$ cat config.mk
export PLATFORM = sky130hd
export DESIGN_NAME = sram_req_arbiter_flat
export DESIGN_NICKNAME = d
export VERILOG_FILES = /design/src/rtl/sram_req_arbiter_if.sv /design/src/rtl/sram_req_arbiter.sv /design/src/flat_wrapper.sv
export SDC_FILE = /design/constraint.sdc
export NUM_CORES = 1
export LEC_CHECK = 0
export ABC_AREA = 0
export BUFFER_PORTS_ARGS = -buffer_cell sky130_fd_sc_hd__buf_2
export CELL_PAD_IN_SITES_DETAIL_PLACEMENT = 1
export CELL_PAD_IN_SITES_GLOBAL_PLACEMENT = 2
export CORE_ASPECT_RATIO = 0.75
export CORE_MARGIN = 2
export CORE_UTILIZATION = 14
export DETAILED_ROUTE_END_ITERATION = 6
export PLACE_DENSITY_LB_ADDON = 0.08
export SLEW_MARGIN = 20
export SYNTH_ARGS = -nofsm -noshare
export SYNTH_HDL_FRONTEND = slang
export SYNTH_SLANG_ARGS = --single-unit
$ cat constraint.sdc
create_clock -name clk -period 5.7 [get_ports clk]
set_input_delay 0.57 -clock clk [delete_from_list [all_inputs] [get_ports clk]]
set_output_delay 0.57 -clock clk [all_outputs]
set_load 0.1 [all_outputs]
$ cat src/rtl/sram_req_arbiter_if.sv
// Bundled SRAM-like signals for the inst/data requesters and the shared downstream port.
// The slave modport is the arbiter's view; master is the surrounding pipeline/bridge.
interface sram_req_arbiter_if;
  logic        inst_sram_req;
  logic        inst_sram_wr;
  logic [1:0]  inst_sram_size;
  logic [31:0] inst_sram_addr;
  logic [3:0]  inst_sram_wstrb;
  logic [31:0] inst_sram_wdata;
  logic        inst_sram_addr_ok;
  logic        inst_sram_data_ok;
  logic [31:0] inst_sram_rdata;

  logic        data_sram_req;
  logic        data_sram_wr;
  logic [1:0]  data_sram_size;
  logic [31:0] data_sram_addr;
  logic [3:0]  data_sram_wstrb;
  logic [31:0] data_sram_wdata;
  logic        data_sram_addr_ok;
  logic        data_sram_data_ok;
  logic [31:0] data_sram_rdata;

  logic        mem_req;
  logic        mem_wr;
  logic [1:0]  mem_size;
  logic [31:0] mem_addr;
  logic [3:0]  mem_wstrb;
  logic [31:0] mem_wdata;
  logic        mem_addr_ok;
  logic        mem_data_ok;
  logic [31:0] mem_rdata;

  logic        resp_err;

  modport slave (
    input  inst_sram_req, inst_sram_wr, inst_sram_size, inst_sram_addr,
    input  inst_sram_wstrb, inst_sram_wdata,
    output inst_sram_addr_ok, inst_sram_data_ok, inst_sram_rdata,
    input  data_sram_req, data_sram_wr, data_sram_size, data_sram_addr,
    input  data_sram_wstrb, data_sram_wdata,
    output data_sram_addr_ok, data_sram_data_ok, data_sram_rdata,
    output mem_req, mem_wr, mem_size, mem_addr, mem_wstrb, mem_wdata,
    input  mem_addr_ok, mem_data_ok, mem_rdata,
    output resp_err
  );

  modport master (
    output inst_sram_req, inst_sram_wr, inst_sram_size, inst_sram_addr,
    output inst_sram_wstrb, inst_sram_wdata,
    input  inst_sram_addr_ok, inst_sram_data_ok, inst_sram_rdata,
    output data_sram_req, data_sram_wr, data_sram_size, data_sram_addr,
    output data_sram_wstrb, data_sram_wdata,
    input  data_sram_addr_ok, data_sram_data_ok, data_sram_rdata,
    input  mem_req, mem_wr, mem_size, mem_addr, mem_wstrb, mem_wdata,
    output mem_addr_ok, mem_data_ok, mem_rdata,
    input  resp_err
  );
endinterface

$ cat src/rtl/sram_req_arbiter.sv
// Shares one SRAM-like port between inst fetch and data access: data-priority grant with a
// hold-until-accepted lock, and an order FIFO that routes in-order responses to their owner.
module sram_req_arbiter #(
  parameter int unsigned OUTSTANDING = 4,
  parameter int unsigned PTR_W       = 2
) (
  input logic             clk,
  input logic             reset,
  sram_req_arbiter_if.slave bus
);

  logic [PTR_W-1:0]       r_wr_ptr;
  logic [PTR_W-1:0]       r_rd_ptr;
  logic [PTR_W:0]         r_count;
  logic [OUTSTANDING-1:0] r_owner;
  logic                   r_lock;
  logic                   r_lock_owner;
  logic                   r_resp_err;

  logic w_grant_data;
  logic w_grant_req;
  logic w_full;
  logic w_mem_req;
  logic w_accept;
  logic w_pop;
  logic w_unexpected;
  logic w_head_data;

  // A locked requester keeps the port until its pending address phase is accepted.
  always_comb begin
    w_grant_data = 1'b0;
    w_grant_req  = 1'b0;
    if (r_lock) begin
      w_grant_data = r_lock_owner;
      w_grant_req  = r_lock_owner ? bus.data_sram_req : bus.inst_sram_req;
    end else if (bus.data_sram_req) begin
      w_grant_data = 1'b1;
      w_grant_req  = 1'b1;
    end else if (bus.inst_sram_req) begin
      w_grant_data = 1'b0;
      w_grant_req  = 1'b1;
    end
  end

  assign w_full       = (r_count == (PTR_W+1)'(OUTSTANDING));
  assign w_mem_req    = w_grant_req & ~w_full;
  assign w_accept     = w_mem_req & bus.mem_addr_ok;
  assign w_pop        = bus.mem_data_ok & (r_count != '0);
  assign w_unexpected = bus.mem_data_ok & (r_count == '0);
  assign w_head_data  = r_owner[r_rd_ptr];

  assign bus.mem_req   = w_mem_req;
  assign bus.mem_wr    = w_grant_data ? bus.data_sram_wr    : bus.inst_sram_wr;
  assign bus.mem_size  = w_grant_data ? bus.data_sram_size  : bus.inst_sram_size;
  assign bus.mem_addr  = w_grant_data ? bus.data_sram_addr  : bus.inst_sram_addr;
  assign bus.mem_wstrb = w_grant_data ? bus.data_sram_wstrb : bus.inst_sram_wstrb;
  assign bus.mem_wdata = w_grant_data ? bus.data_sram_wdata : bus.inst_sram_wdata;

  assign bus.inst_sram_addr_ok = w_accept & ~w_grant_data;
  assign bus.data_sram_addr_ok = w_accept &  w_grant_data;

  assign bus.inst_sram_data_ok = w_pop & ~w_head_data;
  assign bus.data_sram_data_ok = w_pop &  w_head_data;
  assign bus.inst_sram_rdata   = bus.mem_rdata;
  assign bus.data_sram_rdata   = bus.mem_rdata;

  assign bus.resp_err = r_resp_err;

  always_ff @(posedge clk) begin
    if (reset) begin
      r_wr_ptr     <= '0;
      r_rd_ptr     <= '0;
      r_count      <= '0;
      r_owner      <= '0;
      r_lock       <= 1'b0;
      r_lock_owner <= 1'b0;
      r_resp_err   <= 1'b0;
    end else begin
      if (w_accept) begin
        r_owner[r_wr_ptr] <= w_grant_data;
        r_wr_ptr          <= r_wr_ptr + PTR_W'(1);
      end
      if (w_pop) begin
        r_rd_ptr <= r_rd_ptr + PTR_W'(1);
      end
      case ({w_accept, w_pop})
        2'b10:   r_count <= r_count + (PTR_W+1)'(1);
        2'b01:   r_count <= r_count - (PTR_W+1)'(1);
        default: r_count <= r_count;
      endcase
      // Lock only when the request is actually presented; a full stall re-arbitrates.
      if (w_accept) begin
        r_lock <= 1'b0;
      end else if (w_mem_req) begin
        r_lock       <= 1'b1;
        r_lock_owner <= w_grant_data;
      end
      if (w_unexpected) begin
        r_resp_err <= 1'b1;
      end
    end
  end

endmodule
$ cat src/flat_wrapper.sv
// flat-port wrapper written by rule: the top's interface ports become plain ports
module sram_req_arbiter_flat 
#(
  parameter int unsigned OUTSTANDING = 4,
  parameter int unsigned PTR_W       = 2
)
  (clk, reset, bus_inst_sram_req, bus_inst_sram_wr, bus_inst_sram_size, bus_inst_sram_addr, bus_inst_sram_wstrb, bus_inst_sram_wdata, bus_inst_sram_addr_ok, bus_inst_sram_data_ok, bus_inst_sram_rdata, bus_data_sram_req, bus_data_sram_wr, bus_data_sram_size, bus_data_sram_addr, bus_data_sram_wstrb, bus_data_sram_wdata, bus_data_sram_addr_ok, bus_data_sram_data_ok, bus_data_sram_rdata, bus_mem_req, bus_mem_wr, bus_mem_size, bus_mem_addr, bus_mem_wstrb, bus_mem_wdata, bus_mem_addr_ok, bus_mem_data_ok, bus_mem_rdata, bus_resp_err);
  sram_req_arbiter_if bus_i ();
  input logic clk;
  input logic reset;
  input wire logic [$bits(bus_i.inst_sram_req)-1:0] bus_inst_sram_req;
  input wire logic [$bits(bus_i.inst_sram_wr)-1:0] bus_inst_sram_wr;
  input wire logic [$bits(bus_i.inst_sram_size)-1:0] bus_inst_sram_size;
  input wire logic [$bits(bus_i.inst_sram_addr)-1:0] bus_inst_sram_addr;
  input wire logic [$bits(bus_i.inst_sram_wstrb)-1:0] bus_inst_sram_wstrb;
  input wire logic [$bits(bus_i.inst_sram_wdata)-1:0] bus_inst_sram_wdata;
  output wire logic [$bits(bus_i.inst_sram_addr_ok)-1:0] bus_inst_sram_addr_ok;
  output wire logic [$bits(bus_i.inst_sram_data_ok)-1:0] bus_inst_sram_data_ok;
  output wire logic [$bits(bus_i.inst_sram_rdata)-1:0] bus_inst_sram_rdata;
  input wire logic [$bits(bus_i.data_sram_req)-1:0] bus_data_sram_req;
  input wire logic [$bits(bus_i.data_sram_wr)-1:0] bus_data_sram_wr;
  input wire logic [$bits(bus_i.data_sram_size)-1:0] bus_data_sram_size;
  input wire logic [$bits(bus_i.data_sram_addr)-1:0] bus_data_sram_addr;
  input wire logic [$bits(bus_i.data_sram_wstrb)-1:0] bus_data_sram_wstrb;
  input wire logic [$bits(bus_i.data_sram_wdata)-1:0] bus_data_sram_wdata;
  output wire logic [$bits(bus_i.data_sram_addr_ok)-1:0] bus_data_sram_addr_ok;
  output wire logic [$bits(bus_i.data_sram_data_ok)-1:0] bus_data_sram_data_ok;
  output wire logic [$bits(bus_i.data_sram_rdata)-1:0] bus_data_sram_rdata;
  output wire logic [$bits(bus_i.mem_req)-1:0] bus_mem_req;
  output wire logic [$bits(bus_i.mem_wr)-1:0] bus_mem_wr;
  output wire logic [$bits(bus_i.mem_size)-1:0] bus_mem_size;
  output wire logic [$bits(bus_i.mem_addr)-1:0] bus_mem_addr;
  output wire logic [$bits(bus_i.mem_wstrb)-1:0] bus_mem_wstrb;
  output wire logic [$bits(bus_i.mem_wdata)-1:0] bus_mem_wdata;
  input wire logic [$bits(bus_i.mem_addr_ok)-1:0] bus_mem_addr_ok;
  input wire logic [$bits(bus_i.mem_data_ok)-1:0] bus_mem_data_ok;
  input wire logic [$bits(bus_i.mem_rdata)-1:0] bus_mem_rdata;
  output wire logic [$bits(bus_i.resp_err)-1:0] bus_resp_err;
  assign bus_i.inst_sram_req = bus_inst_sram_req;
  assign bus_i.inst_sram_wr = bus_inst_sram_wr;
  assign bus_i.inst_sram_size = bus_inst_sram_size;
  assign bus_i.inst_sram_addr = bus_inst_sram_addr;
  assign bus_i.inst_sram_wstrb = bus_inst_sram_wstrb;
  assign bus_i.inst_sram_wdata = bus_inst_sram_wdata;
  assign bus_inst_sram_addr_ok = bus_i.inst_sram_addr_ok;
  assign bus_inst_sram_data_ok = bus_i.inst_sram_data_ok;
  assign bus_inst_sram_rdata = bus_i.inst_sram_rdata;
  assign bus_i.data_sram_req = bus_data_sram_req;
  assign bus_i.data_sram_wr = bus_data_sram_wr;
  assign bus_i.data_sram_size = bus_data_sram_size;
  assign bus_i.data_sram_addr = bus_data_sram_addr;
  assign bus_i.data_sram_wstrb = bus_data_sram_wstrb;
  assign bus_i.data_sram_wdata = bus_data_sram_wdata;
  assign bus_data_sram_addr_ok = bus_i.data_sram_addr_ok;
  assign bus_data_sram_data_ok = bus_i.data_sram_data_ok;
  assign bus_data_sram_rdata = bus_i.data_sram_rdata;
  assign bus_mem_req = bus_i.mem_req;
  assign bus_mem_wr = bus_i.mem_wr;
  assign bus_mem_size = bus_i.mem_size;
  assign bus_mem_addr = bus_i.mem_addr;
  assign bus_mem_wstrb = bus_i.mem_wstrb;
  assign bus_mem_wdata = bus_i.mem_wdata;
  assign bus_i.mem_addr_ok = bus_mem_addr_ok;
  assign bus_i.mem_data_ok = bus_mem_data_ok;
  assign bus_i.mem_rdata = bus_mem_rdata;
  assign bus_resp_err = bus_i.resp_err;
  sram_req_arbiter #(.OUTSTANDING(OUTSTANDING), .PTR_W(PTR_W)) u_core (.clk(clk), .reset(reset), .bus(bus_i));
endmodule
## After elaboration in Yosys (flattened, before gate mapping)

Cells that the tools add are included.
W data, S select, Z words.

- Add/subtract/negate cells: 4
- Multipliers: 0
- Div/mod/pow operators: 0
- Magnitude comparators: 3
- Eq/ne operators: 3
- Shift operators: 0
- Mux-type cells: 17
- Bitwise operators: 12
- Reduce and logical (&&, ||, !) cells: 6

Operators by type and width:

| cell | count |
|---|---|
| $mux W32 | 2 |
| $mux W1 | 9 |
| $and A1 B1 Y1 | 8 |
| $lt A2 B3 Y1 const B | 2 |
| $pmux W3 S2 | 1 |
| $add A2 B1 Y2 const B | 2 |
| $bwmux W4 | 1 |
| $mux W4 | 1 |
| $not A1 Y1 | 4 |
| $add A3 B1 Y3 const B | 1 |
| $eq A3 B3 Y1 const B | 1 |
| $logic_not A3 Y1 | 1 |
| $reduce_bool A3 Y1 | 1 |
| $sub A3 B1 Y3 const B | 1 |
| $bmux W1 S2 | 1 |
| $demux W1 S2 | 1 |
| $eq A2 B1 Y1 const B | 1 |
| $eq A2 B2 Y1 const B | 1 |
| $ge A2 B1 Y1 const B | 1 |
| $mux W2 | 1 |
| $reduce_and A2 Y1 | 1 |
| $reduce_bool A2 Y1 | 1 |
| $reduce_or A2 Y1 | 1 |
| $logic_and A1 B1 Y1 | 1 |

- Register bits after elaboration: 14
- Latch bits: 0
- Memory bits (writable): 0
- Bits in read-only memories: 0
- Output and inout bits: 141
- Memories: 0

## Depth between registers and ports, before layout

- Depth after elaboration: 7
- Mapped depth: 9
- Mapped depth without buffers: 9

## Least setup slack after synthesis

OpenSTA, ideal clock, no wires.

- Kind: input-to-output
- Start point: input port bus_data_sram_req
- End point: output port bus_mem_req
- Arrival: 2.958 ns
- Setup slack: 2.172 ns
- Stages: 3
- Buffers on the path: 0
- Cells stage by stage: mux2i_1 and2_2 nor3_1

- Longest elaborated chain between the ends: 3

Ends and longest elaborated chain:

| what | RTL line | source |
|---|---|---|
| start: declaration | flat_wrapper.sv:20 | `input wire logic [$bits(bus_i.data_sram_req)-1:0] bus_data_sram_req;` |
| $mux W1, on equally long branches | sram_req_arbiter.sv:36, sram_req_arbiter.sv:35 |  |
| $mux W1 * | sram_req_arbiter.sv:33 | `if (r_lock) begin` |
| $and A1 B1 Y1 * | sram_req_arbiter.sv:46 | `assign w_mem_req = w_grant_req & ~w_full;` |
| end: declaration | flat_wrapper.sv:29 | `output wire logic [$bits(bus_i.mem_req)-1:0] bus_mem_req;` |

Mark *: on every way between the ends. The rest lies on a longest branch, timed or not.

## Worst setup path after layout

- Start point: register u_core.r_lock
- End point: output port bus_mem_wdata[12]

- Longest elaborated chain between the ends: 2

Ends and longest elaborated chain:

| what | RTL line | source |
|---|---|---|
| start: declaration | sram_req_arbiter.sv:16 | `logic r_lock;` |
| start signal: assignment | sram_req_arbiter.sv:75 | `r_lock <= 1'b0;` |
| start signal: assignment | sram_req_arbiter.sv:93 | `r_lock <= 1'b0;` |
| start signal: assignment | sram_req_arbiter.sv:95 | `r_lock <= 1'b1;` |
| $mux W1 | sram_req_arbiter.sv:33 |  |
| $mux W32 | sram_req_arbiter.sv:57 | `assign bus.mem_wdata = w_grant_data ? bus.data_sram_wdata : bus.inst_sram_wdata;` |
| end: declaration | flat_wrapper.sv:34 | `output wire logic [$bits(bus_i.mem_wdata)-1:0] bus_mem_wdata;` |

Every way passes these cells.

==> flow_metrics.env <==
export IMPL_async_flop_share_pct=0
export IMPL_tightest_slew_ps=819
export IMPL_io_pin_count=321
export IMPL_die_y_um=111
export IMPL_slew_headroom_pct=44.3
export IMPL_antenna_found_initial=0
export IMPL_syn_inst=224
export IMPL_r2r_end="u_core.r_count[2]"
export IMPL_ff2ff_setup_slack_ps=3340
export IMPL_ir_drop_mv=0.123
export IMPL_initial_utilization_pct=14.5
export IMPL_drt_pass1_iter_count=4
export IMPL_yosysUniqueCellTypes=29
export IMPL_maxCapViolations=0
export IMPL_setup_viol=0
export IMPL_worstPathRequired_ps=5130
export IMPL_cts_root_buffer="clkbuf_16"
export IMPL_seq_area_frac_synth_pct=13.2
export IMPL_postRouteAntennaNets=0
export IMPL_core_um2=14600
export IMPL_finalHoldViolations=0
export IMPL_end_kind="output port"
export IMPL_max_freq_mhz=321
export IMPL_syn_nets=410
export IMPL_report_final_slew_viol_count=0
export IMPL_diodes=0
export IMPL_synth_edff_count=0
export IMPL_gp_congestion=0.708
export IMPL_final_core_util_pct=20.8
export IMPL_status="complete, no violations"
export IMPL_crit_end="bus_mem_wdata[12]"
export IMPL_cts_path_max_buffers=2
export IMPL_vias_per_cell=3.61
export IMPL_ys_warn_count=0
export IMPL_rsz0062_at_grt="false"
export IMPL_setup_ws_ps=2590
export IMPL_synth_flop_cell="dfxtp_1"
export IMPL_synth_seq_cells=14
export IMPL_drc_errors=0
export IMPL_die_w_um=146
export IMPL_path_class="flop to output port"
export IMPL_min_period_ps=3110
export IMPL_drt_total_wl_mm=8.04
export IMPL_routedWlPerCell_um=13.9
export IMPL_hpwl_mm=7.03
export IMPL_cts_resized=0
export IMPL_cts_setup_buffers=0
export IMPL_die_area_um2=16200
export IMPL_syn_avg_cell_area_um2=9.48
export IMPL_grt_pass1_wl_mm=12.0
export IMPL_tns_ps=0
export IMPL_nets=567
export IMPL_grt_max_degree=54
export IMPL_startpoint_type="flop"
export IMPL_synth_area_um2=2120
export IMPL_cts_sinks=14
export IMPL_hold_path_class="flop to flop"
export IMPL_cts_hold_buf=0
export IMPL_fillers=1810
export IMPL_cts_buffers=3
export IMPL_reg2reg_from="u_core.r_count[2]"
export IMPL_num_rows=38
export IMPL_holdPathStages=2
export IMPL_fin_worst_skew_ps=0.689
export IMPL_min_period_over_period_pct=54.6
export IMPL_io_buffers=224
export IMPL_drt_iter0_drc=48
export IMPL_htreeDepth=1
export IMPL_syn_to_final_growth_pct=43.5
export IMPL_num_vias=2092
export IMPL_cp_max_fo=53
export IMPL_grt_use_total_pct=9.16
export IMPL_crit_arrival_ps=2540
export IMPL_leakagePower_nw=1.54
export IMPL_clk_pin_slew_ps=50
export IMPL_crit_start="u_core.r_lock"
export IMPL_reg2reg_depth=9
export IMPL_overflow=0
export IMPL_dpl_worst_slack_ps=2630
export IMPL_powerDensity_nw_per_um2=398
export IMPL_grt_pass1_vias=2238
export IMPL_drive_above_1_share_pct=80.8
export IMPL_cts_tree="built"
export IMPL_insertion_delay_ps=240
[cells in the mapped netlist (2+ instances only)]
master | number | area [um2]
a21oi_1 | 3 | 15.0
and2_2 | 2 | 15.0
buf_4 | 64 | 480
buf_6 | 7 | 78.8
dfxtp_1 | 14 | 280
ha_1 | 5 | 62.6
inv_1 | 6 | 22.5
mux2_2 | 71 | 800
mux2i_1 | 8 | 80.1
nand2_1 | 5 | 18.8
nand2b_1 | 4 | 25.0
nor2_1 | 12 | 45.0
nor3_1 | 3 | 15.0
o21ai_0 | 2 | 10.0
xnor2_1 | 2 | 17.5
xor2_1 | 3 | 26.3
[worst min path at each step]
stage | startpoint | to | slack [ps]
after floorplan | u_core.r_owner[2] | u_core.r_owner[2] | 450
after global placement | u_core.bus.resp_err | u_core.bus.resp_err | 450
after detailed placement | u_core.bus.resp_err | u_core.bus.resp_err | 460
after CTS | u_core.bus.resp_err | u_core.bus.resp_err | 470
after global routing | u_core.r_owner[2] | u_core.r_owner[2] | 510
final | u_core.bus.resp_err | u_core.bus.resp_err | 460
[through the flow]
stage	instances	hold WS, ps	cell area [um2]	power [mW]
floorplan	224	449	2120	1.15
global placement	576	447	2960	1.08
detailed placement	576	459	2960	1.08
CTS	580	470	3050	1.23
global route	580	513	3050	1.27
finish	580	459	3050	1.21
[report_power, final]
| part | switching, mW | total, mW | leakage, nW | internal, mW |
|---|---|---|---|---|
| sequential | 0.0248 | 0.145 | 0.114 | 0.120 |
| combinational | 0.709 | 0.922 | 1.38 | 0.213 |
| clock | 0.0407 | 0.147 | 0.0442 | 0.106 |
| total | 0.775 | 1.21 | 1.54 | 0.439 |
[cell families after synthesis]
group	synth area share, %
AOI/OAI and AO/OA	2.53
DFF	13.2
xor gates and xnor gates	2.06
buffers and inverters	27.8
muxes	42.5
adders and majority gates	3.89
and+or+nand+nor	8.01
[placed cells by master (no fill, tap or decap), types with 2 or more instances in the layout]
| cell type | netlist | final |
|---|---|---|
| mux2_2 | 71 | 71 |
| xnor2_1 | 2 | 2 |
| buf_2 | 1 | 224 |
| nand2_1 | 5 | 5 |
| a21oi_1 | 3 | 3 |
| ha_1 | 5 | 5 |
| mux2i_1 | 8 | 7 |
| o21ai_0 | 2 | 2 |
| xor2_1 | 3 | 3 |
| and2_2 | 2 | 2 |
| inv_1 | 6 | 6 |
| nand2b_1 | 4 | 4 |
| nor2_1 | 12 | 12 |
| dfxtp_1 | 14 | 14 |
| clkbuf_16 | 0 | 3 |
| nor3_1 | 3 | 3 |
[flip-flops by register name, summed over array words and instances, names as in the netlist]
register / count
u_core.r_count: 3
u_core.r_owner: 4
u_core.r_lock_owner: 1
u_core.r_rd_ptr: 2
u_core.r_wr_ptr: 2
u_core.bus.resp_err: 1
u_core.r_lock: 1
[layer usage]
layer	vias up	part of all wire [%]	GRT usage, %
li1	1009	-	-
met1	911	36	9.21
met2	153	49	17.1
met3	19	14	4.73
met4	0	0.92	1.62
met5	-	0	0
[critical path, stage by stage, from the launching register on]
cell and delay, ps:
dfxtp_1 460, mux2i_4 760, buf_12 350, mux2_2 370, buf_2 290
[layout make-up]
class | count | area [um2] | share of cell area [%]
Multi-Input combinational cell | 131 | 1260 | 41.5
Timing Repair Buffer | 225 | 1140 | 37.4
Sequential cell | 14 | 280 | 9.20
Tap cell | 200 | 250 | 8.21
Clock buffer | 4 | 88.8 | 2.91
Inverter | 6 | 22.5 | 0.739
Power figures use the tool's default switching activity.
